`src/rtl/divisor_seq_ctrl.sv`:
```
// Sequencer for the 16-bit shift/restore divider datapath.
// It accepts a START request and checks for a zero divisor.
// For each quotient bit it issues one SH cycle followed by one TEST cycle.
// In the TEST cycle it issues either LDA or QSH, chosen by the sign (MSB)
// of the trial subtraction, which the datapath computes.
// When the last bit is done, it pulses DONE for one cycle.
module divisor_seq_ctrl #(
   parameter int WIDTH = 16,  // operand width, also the iteration count
   parameter int CNT_W = 5    // iteration counter width, 2**CNT_W > WIDTH
) (
   input  logic             CLK,
   input  logic             RST,
   input  logic             START,
   input  logic [WIDTH-1:0] DIVISOR,
   input  logic             MSB,
   output logic             INIT,
   output logic             SH,
   output logic             LDA,
   output logic             QSH,
   output logic             Q_BIT,
   output logic             BUSY,
   output logic             DONE,
   output logic             DZ_ERR,
   output logic [CNT_W-1:0] ITER
);

   typedef enum logic [2:0] {
      S_IDLE,
      S_LOAD,
      S_SHIFT,
      S_TEST,
      S_DONE_ST,
      S_ERR
   } state_e;

   localparam logic [CNT_W-1:0] ITER_LOAD = CNT_W'(WIDTH);
   localparam logic [CNT_W-1:0] ITER_ONE  = CNT_W'(1);

   state_e           state_q;
   logic             init_q;
   logic             sh_q;
   logic             test_q;
   logic             done_q;
   logic             busy_q;
   logic             dz_err_q;
   logic [CNT_W-1:0] iter_q;

   // State register, iteration counter and registered Moore strobes.
   // The Moore strobes are computed from the state being entered, so each
   // one is high exactly while the FSM sits in the matching state.
   // NOTE: all state uses non-blocking assignments. Reset is synchronous
   // and covers only this controller; the datapath keeps its contents.
   always_ff @(posedge CLK) begin
      if (RST) begin
         state_q  <= S_IDLE;
         init_q   <= 1'b0;
         sh_q     <= 1'b0;
         test_q   <= 1'b0;
         done_q   <= 1'b0;
         busy_q   <= 1'b0;
         dz_err_q <= 1'b0;
         iter_q   <= '0;
      end else begin
         init_q <= 1'b0;
         sh_q   <= 1'b0;
         test_q <= 1'b0;
         done_q <= 1'b0;
         busy_q <= 1'b0;
         case (state_q)
            S_IDLE: begin
               if (START) begin
                  if (DIVISOR != '0) begin
                     state_q  <= S_LOAD;
                     init_q   <= 1'b1;
                     busy_q   <= 1'b1;
                     dz_err_q <= 1'b0;
                  end else begin
                     state_q  <= S_ERR;
                     done_q   <= 1'b1;
                     dz_err_q <= 1'b1;
                  end
               end
            end
            S_LOAD: begin
               state_q <= S_SHIFT;
               sh_q    <= 1'b1;
               busy_q  <= 1'b1;
               iter_q  <= ITER_LOAD;
            end
            S_SHIFT: begin
               state_q <= S_TEST;
               test_q  <= 1'b1;
               busy_q  <= 1'b1;
            end
            S_TEST: begin
               iter_q <= iter_q - ITER_ONE;
               busy_q <= 1'b1;
               if (iter_q == ITER_ONE) begin
                  state_q <= S_DONE_ST;
                  done_q  <= 1'b1;
               end else begin
                  state_q <= S_SHIFT;
                  sh_q    <= 1'b1;
               end
            end
            S_DONE_ST: state_q <= S_IDLE;
            S_ERR:     state_q <= S_IDLE;
            default:   state_q <= S_IDLE;
         endcase
      end
   end

   // In TEST, MSB arrives combinationally from the subtractor and selects
   // LDA or QSH.
   // NOTE: these are plain continuous assigns with no storage, so no
   // latch can be inferred.
   assign LDA    = test_q & ~MSB;
   assign QSH    = test_q & MSB;
   assign Q_BIT  = test_q & ~MSB;

   assign INIT   = init_q;
   assign SH     = sh_q;
   assign BUSY   = busy_q;
   assign DONE   = done_q;
   assign DZ_ERR = dz_err_q;
   assign ITER   = iter_q;

endmodule

```
`config.mk`:
```
export PLATFORM = sky130hd
export DESIGN_NAME = divisor_seq_ctrl
export DESIGN_NICKNAME = d
export VERILOG_FILES = /design/src/rtl/divisor_seq_ctrl.sv
export SDC_FILE = /design/constraint.sdc
export NUM_CORES = 1
export LEC_CHECK = 0
export CORE_MARGIN = 8
export CORE_UTILIZATION = 38
export CTS_CLUSTER_DIAMETER = 150
export DETAILED_ROUTE_END_ITERATION = 10
export PLACE_DENSITY = 0.78
export SETUP_SLACK_MARGIN = 0.1
export SLEW_MARGIN = 5
export SYNTH_ARGS = -nofsm -noshare
export SYNTH_HDL_FRONTEND = slang
export SYNTH_SLANG_ARGS = --single-unit
```
`constraint.sdc`:
```
create_clock -name CLK -period 1.8 [get_ports CLK]
set_clock_uncertainty 0.15 [all_clocks]
set_input_delay 0.45 -clock CLK [delete_from_list [all_inputs] [get_ports CLK]]
set_output_delay 0.45 -clock CLK [all_outputs]
set_load 0.02 [all_outputs]
```
Word level (Yosys, flattened, before mapping)
Cells that the tools add are included.

storage, ports and cells
  bits of input ports = 20
  logic and storage cells = 39
  flip-flop bits (word level) = 14
  output and inout port bits = 13

operators by class
  add/subtract/negate cells = 1
  bitwise logic cells = 4
  mux-type cells = 15
  reduce and logical (&&, ||, !) cells = 6
  eq/ne operators = 5

operator list
  kind                                                                count
  16-bit nonzero test                                                 1
  3-bit case mux with 4 select lines                                  1
  5-bit case mux with 2 select lines                                  1
  3-bit two-way mux                                                   3
  1-bit two-way mux                                                   7
  3-bit by 2-bit == test with 1-bit output, second input constant     2
  1-bit case mux with 2 select lines                                  3
  5-bit by 1-bit == test with 1-bit output, second input constant     1
  5-bit by 1-bit subtractor with 5-bit output, second input constant  1
  3-bit by 1-bit == test with 1-bit output, second input constant     1
  3-bit logical NOT                                                   1
  3-bit OR reduction                                                  1
  1-bit AND                                                           2
  2-bit != test, second input constant                                1
  1-bit NOT                                                           2
  2-bit AND reduction                                                 1
  2-bit nonzero test                                                  1
  2-bit OR reduction                                                  1

Logic depth before layout (Yosys ltp)
Gate-level depths: netlist of the first run.

  depth in word-level cells = 4
  mapped depth = 5

Worst setup path before layout of the first run
OpenSTA, ideal clock, no wires.

  path kind = input to output
  start point = input MSB
  end point = output Q_BIT
  buffers on the path = 1
  arrival = 1.010 ns
  path slack = 0.190 ns
  stages on the path = 2
  path through = nor2b_1 -> buf_4

on the way
  cells in the longest elaborated chain, start to end = 2

ends and longest elaborated chain
  element          RTL line  RTL
  start, declared  15        input logic MSB,
  1-bit NOT        119       assign Q_BIT = test_q & ~MSB;
  1-bit AND        119
  end, declared    20        output logic Q_BIT,

Every way passes these cells.

Worst setup path after layout of the first run
  start point = register iter_q[3] (netlist: ITER[3])
  end point = output ITER[3]

RTL lines
  element                 RTL line  RTL
  start, declared         46        logic [CNT_W-1:0] iter_q;
  start signal, assigned  96        iter_q <= iter_q - ITER_ONE;
  end, declared           24        output logic [CNT_W-1:0] ITER

No word-level cell between the ends.

==> results.yml, run 1 <==
worst_setup_path:
  critical_path_buf_inv_count: 1
  worstSetupPathType: "register to primary output"
  cp.required_ns: 1.20
  crit_chain: "clkdlybuf4s15_1"
  cp_slowest_cell: "dfxtp_1"
  start_kind: "register"
  crit_family: "flip-flops"
  endpoint_kind: "primary output"
  crit_fanout: 5
  slowest_delay_ns: 0.41
  arrival_ns: 1.03
sta:
  hold_violations: 0
  rsz0062_at_grt: "false"
  fmax_ghz: 0.614
  post-route-min-period_ns: 1.63
  worst_slew_pin_slew_ns: 0.401
  slew-limit-headroom: 0.729
  drv_slew: 0
  setup_viol: 0
  tns_ns: 0
  fin_crit_sh: 0.905
  hold_ws_ns: 0.343
route:
  drc_errors: 0
  ant_nets: 0
  first_pass_iters: 4
  num_vias: 660
  drt_first_iter_violations: 14
  via_per_inst: 5.45
  routed_wl_mm: 1.79
  wl_per_cell_um: 14.8
clock_tree:
  clk_latency_ns: 0.29
  clk_pin_slew_ns: 0.09
  cts_buffers: 3
  cts_hold_buf: 0
  cts.sinks: 14
  cts_setup_buffers: 0
  cts_tree: "yes"
  clockRootBuffer: "clkbuf_4"
  htree_levels: 1
  cts_buffer_depth: 2
placement:
  port_buffers: 32
  gp_congestion: 0.822
  dp_hpwl_mm: 1.46
cells_and_area:
  layout.cells.most_common: "clkdlybuf4s50_1"
  layout_common_cells: "18 x clkdlybuf4s50_1, 14 x dfxtp_1, 8 x dlygate4sd2_1, 4 x nor2_1"
  synthToLayoutAreaGrowth_pct: 56.3
  antennaDiodeCount: 0
  regArea_um2: 280
  fillers: 157
  drive_gt1_frac: 0.163
  multi_input_area_um2: 357
  nNetsFinal: 127
die:
  dieArea_um2: 3310
  num_rows: 15
  core-area_um2: 1670
  initial_utilization: 0.393
  die_w_um: 57.5
  dieHeight_um: 57.5
  num_io_pins: 33
logic_synthesis:
  synthCells: 69
  syn_area_um2: 656
  syn_nets: 91
  synthDistinctLibCells: 31
  syn_avg_cell_area_um2: 9.50
  yosysSeqAreaShare: 0.427
  ys_seq_elements: 14
  yosys_warnings: 0
power:
  clkPwrFrac: 0.330
  vdd_drop_max_mv: 0.528
  p_comb_frac: 0.189
  pwr-share-seq: 0.482
  switchingPower_uw: 186
  p_int_uw: 526
  power_density_nw_per_um2: 696
  switching_share: 0.262
  p_leak_uw: 0.000419
global_routing:
  grt_usage: 0.113
  grt_use_met2: 0.180
  grt.met1_usage: 0.112
  grt_max_degree: 12
  grt_overflow: 0
  grt_pass1_vias: 685
  grt-busiest-layer: "met2"
  antenna_found_initial: 0
  grt_pass1_wl_mm: 3.03
  met3_usage: 0.0942
status:
  status: "finished clean"
min_path:
  hold_class: "register to register"
run:
  max_cap_violations: 0
-- repair_timing --
item                                    CTS  global route
pin swaps                                 1             1
endpoints found under the setup margin   13             7
resized for setup                        24             7
gates cloned                              0             0
-- metrics by stage --
stage | instance area, µm² | setup slack [ns] | total power, µW | utilization | instances
global route | 1020 | 0.110 | 743 | 0.613 | 121
global placement | 997 | -0.434 | 488 | 0.597 | 117
floorplan | 656 | 0.190 | 413 | - | 69
detailed placement | 997 | -0.453 | 492 | 0.597 | 117
CTS | 1020 | 0.0327 | 713 | 0.610 | 121
finish | 1020 | 0.171 | 713 | 0.613 | 121
-- power groups by stage --
stage | Combinational, µW | Sequential (µW) | Clock [µW]
after floorplan | 59.6 | 353 | 0
after global placement | 139 | 350 | 0
after detailed placement | 141 | 351 | 0
after CTS | 133 | 343 | 237
after global routing | 147 | 346 | 250
final | 134 | 343 | 235
-- cells in the mapped netlist --
master    instances  area, µm²
nor2_1            4       15.0
nor2b_1           3       18.8
a31o_1            1       8.76
nor3_1            2       10.0
or3b_1            1       8.76
o21bai_1          1       7.51
nand2b_4          1       13.8
and2_1            2       12.5
nor4b_1           3       26.3
dfxtp_1          14        280
nand4_1           2       12.5
o21ai_0           2       10.0
nand2b_1          2       12.5
nor4b_2           1       15.0
a221oi_1          1       8.76
mux2i_1           2       20.0
a21oi_1           3       15.0
ha_1              2       25.0
o22ai_1           1       6.26
or3_4             1       11.3
a21boi_0          1       7.51
buf_4             1       7.51
and3b_1           1       8.76
o21ai_1           1       5.00
inv_1             3       11.3
buf_2             3       15.0
nand2_1           1       3.75
nand3_1           1       5.00
nor3b_1           1       7.51
nand3b_1          2       15.0
nor4_1            5       31.3
-- cell type report --
cell class | instances | share of cell area
sequential | 14 | 0.274
multi-input combinational | 48 | 0.348
inverter | 3 | 0.0110
clock buffer | 4 | 0.0354
tap | 17 | 0.0208
timing repair buffer | 35 | 0.311
-- path summary, 6_finish.rpt --
path | from | endpoint | slack, ns | cells after the start
min | ITER[1]$_SDFFE_PP0P_ | ITER[1]$_SDFFE_PP0P_ | 0.34 | 2
max reg2reg | ITER[0]$_SDFFE_PP0P_ | ITER[1]$_SDFFE_PP0P_ | 0.32 | 4
max | ITER[3]$_SDFFE_PP0P_ | ITER[3] | 0.17 | 1
min reg2reg | ITER[1]$_SDFFE_PP0P_ | ITER[1]$_SDFFE_PP0P_ | 0.34 | 2
-- registers in the layout (all words and copies together), names as in the netlist --
name	cells
test_q	1
SH	1
state_q	3
ITER	5
DZ_ERR	1
DONE	1
BUSY	1
INIT	1
-- logic make-up after synthesis --
logic type                 Yosys count  share of synthesized area
and+or+nand+nor                     33                      0.347
adders and majority gates            2                     0.0382
DFF                                 14                      0.427
buffers and inverters                7                     0.0515
muxes                                2                     0.0305
AOI/OAI and AO/OA                   11                      0.105
-- routing by layer --
metal	vias to the layer above	wire length, µm
met5	-	0
met1	299	682
met4	0	6
met3	2	285
met2	36	820
li1	323	-
Power figures use the tool's default switching activity.
==> inputs of run 2 (changes only) <==
==> constraint.sdc (replaced) <==
create_clock -name CLK -period 1.8 [get_ports CLK]
set_clock_uncertainty 0.15 [all_clocks]
set_input_delay 0.36 -clock CLK [delete_from_list [all_inputs] [get_ports CLK]]
set_output_delay 0.36 -clock CLK [all_outputs]
set_load 0.02 [all_outputs]
==> results.yml, run 2 (synthesized netlist as in run 1, its figures left out) <==
route:
  wl_per_cell_um: 14.6
  ant_nets: 0
  num_vias: 660
  routed_wl_mm: 1.76
  drc_errors: 0
  via_per_inst: 5.45
  drt_first_iter_violations: 7
  first_pass_iters: 4
sta:
  slew-limit-headroom: 0.747
  fin_ws_ns: 0.176
  worst_slew_pin_slew_ns: 0.375
  setup_viol: 0
  fin_crit_sh: 0.902
  fmax_ghz: 0.616
  post-route-min-period_ns: 1.62
  hold_violations: 0
  drv_slew: 0
  rsz0062_at_grt: "false"
worst_setup_path:
  arrival_ns: 1.11
  start_kind: "input port"
  rr_worst_depth: 4
  r2r_end: "ITER[1]$_SDFFE_PP0P_"
  cp.required_ns: 1.29
  worstSetupPathType: "input port to primary output"
  endpoint_kind: "primary output"
  regToRegSetupSlack_ns: 0.32
  crit_fanout: 2
  r2r_start: "ITER[0]$_SDFFE_PP0P_"
cells_and_area:
  antennaDiodeCount: 0
  layout.cells.most_common: "clkdlybuf4s50_1"
  layout_common_cells: "19 x clkdlybuf4s50_1, 14 x dfxtp_1, 10 x dlygate4sd2_1, 5 x nor4_1, 4 x nor2_1"
  nNetsFinal: 127
  final_cells: 121
  multi_input_area_um2: 342
  largest_register_ffs: 5
  synthToLayoutAreaGrowth_pct: 53.4
  regArea_um2: 280
  final_util: 0.602
  fillers: 154
  drive_gt1_frac: 0.125
power:
  p_leak_uw: 0.000425
  vdd_drop_max_mv: 0.513
  finalPower_uw: 703
  power_density_nw_per_um2: 699
status:
  status: "finished clean"
global_routing:
  grt_max_degree: 12
  grt_overflow: 0
  grt_pass1_wl_mm: 2.79
  grt_pass1_vias: 661
  antenna_found_initial: 0
  grt_usage: 0.107
die:
  num_rows: 15
  dieHeight_um: 57.5
  die_w_um: 57.5
  num_io_pins: 33
  core-area_um2: 1670
  dieArea_um2: 3310
  initial_utilization: 0.393
placement:
  dpl_worst_slack_ns: -0.275
  port_buffers: 32
  post-place-cells: 117
  dp_hpwl_mm: 1.45
  gp_congestion: 0.814
clock_tree:
  cts_setup_buffers: 0
  cts_tree: "yes"
  cts.sinks: 14
  htree_levels: 1
  cts_buffer_depth: 2
  clockRootBuffer: "clkbuf_4"
  clk_latency_ns: 0.29
  clk_pin_slew_ns: 0.08
  cts_buffers: 3
min_path:
  hold_class: "register to register"
  min_path_cells: 2
  holdPathEnd: "ITER[1]$_SDFFE_PP0P_"
  hold_start: "ITER[1]$_SDFFE_PP0P_"
run:
  max_cap_violations: 0
[run 2: worst max-delay path: stages]
cell and delay (ns):
clkdlybuf4s50_1 0.47, and2_1 0.12, buf_2 0.16
[run 2: what timing repair did]
action | 4_1_cts | 5_1_grt
setup endpoints to repair | 13 | 0
gates resized for setup | 22 | 0
hold buffers | 0 | 0
[run 2: per-layer routing]
| layer | track usage | wire length (µm) | vias up |
|---|---|---|---|
| met5 | 0 | 0 | - |
| met4 | 0.0393 | 16 | 0 |
| met3 | 0.0897 | 255 | 4 |
| met2 | 0.174 | 813 | 30 |
| met1 | 0.0955 | 677 | 301 |
| li1 | - | - | 325 |
[run 2: how the worst max path moves through the flow]
stage / endpoint / from / slack, ns
floorplan: ITER[1]$_SDFFE_PP0P_ / ITER[0]$_SDFFE_PP0P_ / 0.26
global placement: QSH / MSB / -0.25
detailed placement: QSH / MSB / -0.28
CTS: QSH / MSB / 0.17
global route: DZ_ERR$_SDFFE_PP0P_ / DIVISOR[0] / 0.13
finish: QSH / MSB / 0.18
[run 2: area by class of cell]
| type | count | share of cell area |
|---|---|---|
| clock buffer | 4 | 0.0361 |
| inverter | 3 | 0.0112 |
| sequential | 14 | 0.279 |
| timing repair buffer | 35 | 0.313 |
| tap | 17 | 0.0211 |
| multi-input combinational | 48 | 0.340 |
[run 2: metrics by stage]
stage | cell area, µm² | hold slack, ns | setup TNS [ns]
6_report | 1010 | 0.350 | 0
5_1_grt | 1010 | 0.368 | 0
4_1_cts | 1010 | 0.345 | 0
3_5_place_dp | 997 | 0.336 | -0.952
3_3_place_gp | 997 | 0.323 | -0.729
2_1_floorplan | 656 | 0.345 | 0
[run 2: power breakdown]
group          leakage [µW]  internal, µW  switching (µW)  total, µW
registers          0.000114           325            17.6        343
logic              0.000290          76.5            54.4        131
clock network     0.0000210           123             106        230
